File: src/rtl/axi_lite_pkg.sv
// -----------------------------------------------------------------------------
// axi_lite_pkg
// Shared definitions for the parametrised AXI4-Lite master:
//   state_t      - master FSM state encoding (also exported for debug)
//   RESP_*       - AXI response codes (BRESP / RRESP)
//   PROT_DEFAULT - value driven on AWPROT / ARPROT
// -----------------------------------------------------------------------------
package axi_lite_pkg;

  typedef enum logic [2:0] {
    ST_IDLE    = 3'd0,
    ST_WR_REQ  = 3'd1,
    ST_WR_RESP = 3'd2,
    ST_RD_REQ  = 3'd3,
    ST_RD_RESP = 3'd4
  } state_t;

  localparam logic [1:0] RESP_OKAY   = 2'b00;
  localparam logic [1:0] RESP_EXOKAY = 2'b01;
  localparam logic [1:0] RESP_SLVERR = 2'b10;
  localparam logic [1:0] RESP_DECERR = 2'b11;

  // Unprivileged, secure, data access.
  localparam logic [2:0] PROT_DEFAULT = 3'b000;

endpackage

File: src/rtl/axi_lite_watchdog.sv
// -----------------------------------------------------------------------------
// axi_lite_watchdog
// Per-transaction watchdog: a saturating cycle counter with a sticky flag.
//   clk     in  1  clock
//   rst     in  1  asynchronous active-high reset
//   clr     in  1  restart: counter and flag cleared (command accept)
//   run     in  1  count this cycle (transaction in flight)
//   expired out 1  count has reached TIMEOUT; held until the next clr
// TIMEOUT = 0 disables the watchdog (expired stays 0).
// -----------------------------------------------------------------------------
module axi_lite_watchdog #(
  parameter int TIMEOUT = 1024
) (
  input  logic clk,
  input  logic rst,
  input  logic clr,
  input  logic run,
  output logic expired
);

  localparam int CNT_W = (TIMEOUT > 0) ? $clog2(TIMEOUT + 1) : 1;
  localparam logic [CNT_W-1:0] LIMIT = CNT_W'(TIMEOUT);

  logic [CNT_W-1:0] r_cnt;
  logic             r_expired;
  logic [CNT_W-1:0] w_cnt_next;

  assign w_cnt_next = r_cnt + 1'b1;

  always_ff @(posedge clk or posedge rst) begin
    if (rst) begin
      r_cnt     <= '0;
      r_expired <= 1'b0;
    end else if (clr) begin
      r_cnt     <= '0;
      r_expired <= 1'b0;
    end else if (run && (TIMEOUT > 0) && (r_cnt != LIMIT)) begin
      r_cnt <= w_cnt_next;
      // Flag rises on the same edge the count reaches the limit, so the
      // registered output is high exactly TIMEOUT cycles after accept.
      if (w_cnt_next == LIMIT) begin
        r_expired <= 1'b1;
      end
    end
  end

  assign expired = r_expired;

endmodule

File: src/rtl/axi_lite_master_param.sv
// -----------------------------------------------------------------------------
// axi_lite_master_param
// Single-outstanding AXI4-Lite master with a ready/valid command port.
//
// Parameters: ADDR_W (address width), DATA_W (32 or 64), TIMEOUT (watchdog
// limit in cycles, 0 = off). Strobe width is DATA_W/8.
//
// Command side:
//   AXI_CmdValid in, AXI_CmdReady out, AXI_WriteEn/AXI_Addr/AXI_WData/AXI_WStrb in
//   AXI_RData out (last read data), AXI_Resp out (last BRESP/RRESP),
//   AXI_Done out (1-cycle completion pulse), AXI_Timeout out (watchdog flag)
// AXI side: AW, W, B, AR, R channels (M_AXI_*).
// Debug: o_dbg_state exposes the FSM state register.
//
// Handshake rule on every channel: a transfer happens on a rising edge where
// VALID and READY are both 1; a VALID, once raised, is held with stable
// payload until that edge; the command port follows the same rule with
// AXI_CmdValid / AXI_CmdReady.
// -----------------------------------------------------------------------------
module axi_lite_master_param
  import axi_lite_pkg::*;
#(
  parameter int ADDR_W  = 32,
  parameter int DATA_W  = 32,
  parameter int TIMEOUT = 1024
) (
  input  logic                  clk,
  input  logic                  rst,
  // command port
  input  logic                  AXI_CmdValid,
  output logic                  AXI_CmdReady,
  input  logic                  AXI_WriteEn,
  input  logic [ADDR_W-1:0]     AXI_Addr,
  input  logic [DATA_W-1:0]     AXI_WData,
  input  logic [DATA_W/8-1:0]   AXI_WStrb,
  output logic [DATA_W-1:0]     AXI_RData,
  output logic [1:0]            AXI_Resp,
  output logic                  AXI_Done,
  output logic                  AXI_Timeout,
  // write address channel
  output logic [ADDR_W-1:0]     M_AXI_AWADDR,
  output logic [2:0]            M_AXI_AWPROT,
  output logic                  M_AXI_AWVALID,
  input  logic                  M_AXI_AWREADY,
  // write data channel
  output logic [DATA_W-1:0]     M_AXI_WDATA,
  output logic [DATA_W/8-1:0]   M_AXI_WSTRB,
  output logic                  M_AXI_WVALID,
  input  logic                  M_AXI_WREADY,
  // write response channel
  input  logic [1:0]            M_AXI_BRESP,
  input  logic                  M_AXI_BVALID,
  output logic                  M_AXI_BREADY,
  // read address channel
  output logic [ADDR_W-1:0]     M_AXI_ARADDR,
  output logic [2:0]            M_AXI_ARPROT,
  output logic                  M_AXI_ARVALID,
  input  logic                  M_AXI_ARREADY,
  // read data channel
  input  logic [DATA_W-1:0]     M_AXI_RDATA,
  input  logic [1:0]            M_AXI_RRESP,
  input  logic                  M_AXI_RVALID,
  output logic                  M_AXI_RREADY,
  // debug
  output logic [2:0]            o_dbg_state
);

  state_t                r_state;
  logic [ADDR_W-1:0]     r_addr;
  logic [DATA_W-1:0]     r_wdata;
  logic [DATA_W/8-1:0]   r_wstrb;
  logic                  r_awvalid;
  logic                  r_wvalid;
  logic                  r_bready;
  logic                  r_arvalid;
  logic                  r_rready;
  logic [DATA_W-1:0]     r_rdata;
  logic [1:0]            r_resp;
  logic                  r_done;

  logic                  w_accept;
  logic                  w_aw_ok;
  logic                  w_w_ok;
  logic                  w_timeout;

  // Ready comes straight from the state register so the command port has
  // no combinational path from any input.
  assign AXI_CmdReady = (r_state == ST_IDLE);
  assign w_accept     = AXI_CmdValid & AXI_CmdReady;

  // A write channel is finished once its VALID is already down or its
  // handshake happens this cycle; this covers AW and W completing in the
  // same cycle as well as in either order.
  assign w_aw_ok = ~r_awvalid | M_AXI_AWREADY;
  assign w_w_ok  = ~r_wvalid  | M_AXI_WREADY;

  always_ff @(posedge clk or posedge rst) begin
    if (rst) begin
      r_state   <= ST_IDLE;
      r_addr    <= '0;
      r_wdata   <= '0;
      r_wstrb   <= '0;
      r_awvalid <= 1'b0;
      r_wvalid  <= 1'b0;
      r_bready  <= 1'b0;
      r_arvalid <= 1'b0;
      r_rready  <= 1'b0;
      r_rdata   <= '0;
      r_resp    <= RESP_OKAY;
      r_done    <= 1'b0;
    end else begin
      r_done <= 1'b0;
      case (r_state)
        ST_IDLE: begin
          if (AXI_CmdValid) begin
            r_addr <= AXI_Addr;
            if (AXI_WriteEn) begin
              r_wdata   <= AXI_WData;
              r_wstrb   <= AXI_WStrb;
              r_awvalid <= 1'b1;
              r_wvalid  <= 1'b1;
              r_state   <= ST_WR_REQ;
            end else begin
              r_arvalid <= 1'b1;
              r_state   <= ST_RD_REQ;
            end
          end
        end
        ST_WR_REQ: begin
          if (M_AXI_AWREADY) begin
            r_awvalid <= 1'b0;
          end
          if (M_AXI_WREADY) begin
            r_wvalid <= 1'b0;
          end
          if (w_aw_ok && w_w_ok) begin
            r_bready <= 1'b1;
            r_state  <= ST_WR_RESP;
          end
        end
        ST_WR_RESP: begin
          if (M_AXI_BVALID) begin
            r_resp   <= M_AXI_BRESP;
            r_bready <= 1'b0;
            r_done   <= 1'b1;
            r_state  <= ST_IDLE;
          end
        end
        ST_RD_REQ: begin
          if (M_AXI_ARREADY) begin
            r_arvalid <= 1'b0;
            r_rready  <= 1'b1;
            r_state   <= ST_RD_RESP;
          end
        end
        ST_RD_RESP: begin
          if (M_AXI_RVALID) begin
            r_rdata  <= M_AXI_RDATA;
            r_resp   <= M_AXI_RRESP;
            r_rready <= 1'b0;
            r_done   <= 1'b1;
            r_state  <= ST_IDLE;
          end
        end
        default: begin
          r_state <= ST_IDLE;
        end
      endcase
    end
  end

  // The watchdog only flags; the transaction keeps waiting for the slave.
  axi_lite_watchdog #(
    .TIMEOUT (TIMEOUT)
  ) u_watchdog (
    .clk     (clk),
    .rst     (rst),
    .clr     (w_accept),
    .run     (r_state != ST_IDLE),
    .expired (w_timeout)
  );

  assign AXI_RData     = r_rdata;
  assign AXI_Resp      = r_resp;
  assign AXI_Done      = r_done;
  assign AXI_Timeout   = w_timeout;

  assign M_AXI_AWADDR  = r_addr;
  assign M_AXI_AWPROT  = PROT_DEFAULT;
  assign M_AXI_AWVALID = r_awvalid;
  assign M_AXI_WDATA   = r_wdata;
  assign M_AXI_WSTRB   = r_wstrb;
  assign M_AXI_WVALID  = r_wvalid;
  assign M_AXI_BREADY  = r_bready;
  assign M_AXI_ARADDR  = r_addr;
  assign M_AXI_ARPROT  = PROT_DEFAULT;
  assign M_AXI_ARVALID = r_arvalid;
  assign M_AXI_RREADY  = r_rready;

  assign o_dbg_state   = r_state;

endmodule
File: config.mk
export PLATFORM = sky130hd
export DESIGN_NAME = axi_lite_master_param
export DESIGN_NICKNAME = d
export VERILOG_FILES = /design/src/rtl/axi_lite_pkg.sv /design/src/rtl/axi_lite_watchdog.sv /design/src/rtl/axi_lite_master_param.sv
export SDC_FILE = /design/constraint.sdc
export NUM_CORES = 1
export LEC_CHECK = 0
export BUFFER_PORTS_ARGS = -buffer_cell sky130_fd_sc_hd__buf_4
export CAP_MARGIN = 20
export CELL_PAD_IN_SITES_DETAIL_PLACEMENT = 1
export CELL_PAD_IN_SITES_GLOBAL_PLACEMENT = 1
export CORE_MARGIN = 2
export CORE_UTILIZATION = 35
export DETAILED_ROUTE_END_ITERATION = 12
export PLACE_DENSITY = 0.81
export REMOVE_ABC_BUFFERS = 1
export SLEW_MARGIN = 20
export SYNTH_ARGS = -nofsm -noshare
export SYNTH_HDL_FRONTEND = slang
export SYNTH_SLANG_ARGS = --single-unit
File: constraint.sdc
create_clock -name clk -period 4.8 [get_ports clk]
set_input_delay 0.24 -clock clk [delete_from_list [all_inputs] [get_ports clk]]
set_output_delay 0.24 -clock clk [all_outputs]
set_load 0.005 [all_outputs]
==> metrics <==
Fin Setup TNS 0 ns; P_leak 0.00412 uW; final WL 15500 um; core box area 15200 um2; Critical Path RT 5.09 ns; outcome finished, violations left; kind of critical path reg -> reg; DRT iter0 DRCs 129; post-route clock period utilization 49.3%; FF/Latch Area 3080 um2; Die ar. 16500 um2; final RePlAce weighted congestion 0.808; CP max-delay cell or3_1; max-capacitance violation count 0; synth cell count leaders 123 x dfrtp_1, 111 x nand2_1, 43 x mux2_2; multi-input combinational cell area 1930 um2; largest net degree at the start of global routing 81; DRC 0; Cells after Synth 458; Power Density 651 nW/um2; YS warnings 0; Overall Power 5110 uW; DR vias 4261; Worst-Skew Late Latency 0.41 ns; I/O Buffers 257; row cnt 45; maximum vdd drop 269 uV; Root Driver clkbuf_16; die height 129 um; CTS tree built; post-CTS setup buffers 0; CP peak stage delay 0.55 ns; Post-synth EDFFs 0; post-synth top area share 56.7%; ordered cell list for the critical path or3_1 > clkinv_4 > and2_1 > nand2_4 > mux2_4; Arr. time, crit path 2.66 ns; final net count 799; CP max FO 36; async set or reset register ratio after synthesis 100%; Starting Density 35.7%; initial antenna violation count 0; chip width 129 um; first-pass GRT wire length 24300 um; fin crit period 2.37 ns; clock sink total 123; syn avg cell area 11.8 um2; CTS H-tree depth 4; top-count cell post-synth dfrtp_1; # IOs 264; hold crit path type in -> async; fmax 422 MHz; Clock transition at path regs 0.06 ns; Num CTS Buffers 17; final setup fails 0; leading area contributor after synthesis dfrtp_1; sequential-to-total area share from yosys stat 56.7%; GR Util All Layers 19.1%; Startpoint Class register; hold slack -0.0590 ns; worst path bufs/invs 1; largest cells by area after synthesis dfrtp_1 57%, mux2_2 8.9%, mux2_4 8.3%; Worst setup EP type register; routed len/inst 17.6 um; Slew @ Worst Pin 0.804 ns; CP top delay family simple AND/OR/NAND/NOR gates; Yosys reg bits 123; clk_skew 0.00778 ns; unrepaired setup endpoints after global routing false; CTS resizes 0; 1st-pass router iterations 4; Layout area overhead 44.8%; failing checks hold timing; Fillers 1637; Hold Vio Cnt, Final 52; hold buffer count at cts 0; n_diodes 0; top_reg_cell synth dfrtp_1; library cells used by synthesis 39; Max clock buf depth 2; grt total ovfl 0; vias per std cell 4.81; vias in the first global route 4604; final slew viol count 0; Post-DP HPWL 11400 um; Antenna Nets Post-Route 0; Slew headroom 45.8%; layout cells sized above 1 52.9%; Post-Syn Area 5430 um2
-- per-stage QoR --
stage / setup WS [ns] / hold WS [ns] / utilization [%] / instance area, um2 / cells
floorplan: 1.29 / 0.322 / - / 5040 / 404
global placement: 2.53 / 0.430 / 47.6 / 7240 / 853
detailed placement: 2.44 / 0.441 / 47.6 / 7240 / 853
CTS: 2.42 / 0.00442 / 51.7 / 7850 / 885
global route: 2.29 / 0.0102 / 51.7 / 7860 / 885
finish: 2.43 / -0.0590 / 51.7 / 7860 / 885
-- cells in the final DEF (no fill, tap or decap), drive strengths merged, types with 2 or more instances in the layout --
cell | Yosys | final
nand2b | 2 | 2
nor2 | 5 | 5
inv | 7 | 7
a221o | 2 | 2
a22o | 4 | 4
conb | 1 | 6
bufinv | 0 | 3
clkinvlp | 0 | 2
mux2i | 5 | 5
nand3 | 6 | 6
ha | 2 | 2
nand2 | 112 | 112
a31oi | 6 | 6
a21oi | 4 | 4
mux2 | 73 | 73
o21ai | 12 | 12
dfrtp | 123 | 123
a211oi | 2 | 2
and3 | 5 | 5
nor2b | 2 | 2
clkinv | 1 | 7
xnor2 | 2 | 2
clkbuf | 13 | 21
nor3b | 2 | 2
buf | 46 | 261
and2 | 3 | 3
nor3 | 3 | 3
nand4 | 6 | 6
-- area by class of cell --
| type | instances | share of cell area (%) |
|---|---|---|
| multi-input cells | 273 | 24.6 |
| repair buffers | 261 | 24.9 |
| well taps | 188 | 2.99 |
| inverters | 8 | 0.510 |
| clock buffers | 21 | 5.99 |
| clock inverters | 11 | 1.82 |
| flip-flops and latches | 123 | 39.2 |
-- report_power, final --
part,internal (uW),switching [uW]
clock,855,463
combinational,1180,743
sequential,1500,371
-- metal layers --
layer / vias up / wire length (um) / GRT usage (%)
met1: 2118 / 5950 / 21.2
met5: - / 0 / 0
li1: 1949 / - / -
met4: 0 / 316 / 7.35
met3: 25 / 1090 / 5.78
met2: 169 / 8180 / 34.5
-- registers in the layout, indices dropped and copies added (netlist names) --
| signal | count |
|---|---|
| AXI_RData | 32 |
| M_AXI_ARADDR | 32 |
| M_AXI_WDATA | 32 |
| u_watchdog.r_cnt | 11 |
| M_AXI_WSTRB | 4 |
| o_dbg_state | 3 |
| AXI_Resp | 2 |
| AXI_Done | 1 |
| M_AXI_ARVALID | 1 |
| M_AXI_AWVALID | 1 |
| M_AXI_BREADY | 1 |
| M_AXI_RREADY | 1 |
| M_AXI_WVALID | 1 |
| u_watchdog.expired | 1 |
-- path summary, 6_finish.rpt --
check,from,endpoint,slack [ns],depth (start not counted)
max,o_dbg_state[1]$_DFFE_PP0P_,M_AXI_WDATA[25]$_DFFE_PP0P_,2.43,5
min,rst,AXI_RData[3]$_DFFE_PP0P_,-0.06,2
min reg2reg,AXI_RData[19]$_DFFE_PP0P_,AXI_RData[19]$_DFFE_PP0P_,0.51,1
min in group clk,AXI_Addr[18],M_AXI_ARADDR[18]$_DFFE_PP0P_,0.02,3
max reg2reg,o_dbg_state[1]$_DFFE_PP0P_,M_AXI_WDATA[25]$_DFFE_PP0P_,2.43,5
max in group asynchronous,rst,M_AXI_WDATA[27]$_DFFE_PP0P_,3.79,3
-- cells by family (layout without fill, tap and decap cells) --
kind of cell / count (synthesis) / after routing / share of synthesized area [%]
compound gates: 34 / 34 / 4.06
xor+xnor: 2 / 2 / 0.323
fa+ha+maj: 2 / 2 / 0.461
buf+inv: 67 / 301 / 8.05
flops: 123 / 123 / 56.7
other cells: 1 / 6 / 0.0691
simple gates: 151 / 151 / 12.2
mux: 78 / 78 / 18.1
-- worst register-to-register path, cell delays in order (launching register included) --
cell	delay [ns]
dfrtp_1	0.52
or3_1	0.56
clkinv_4	0.14
and2_1	0.22
nand2_4	0.37
mux2_4	0.44
(Power assumes the default switching activity.)
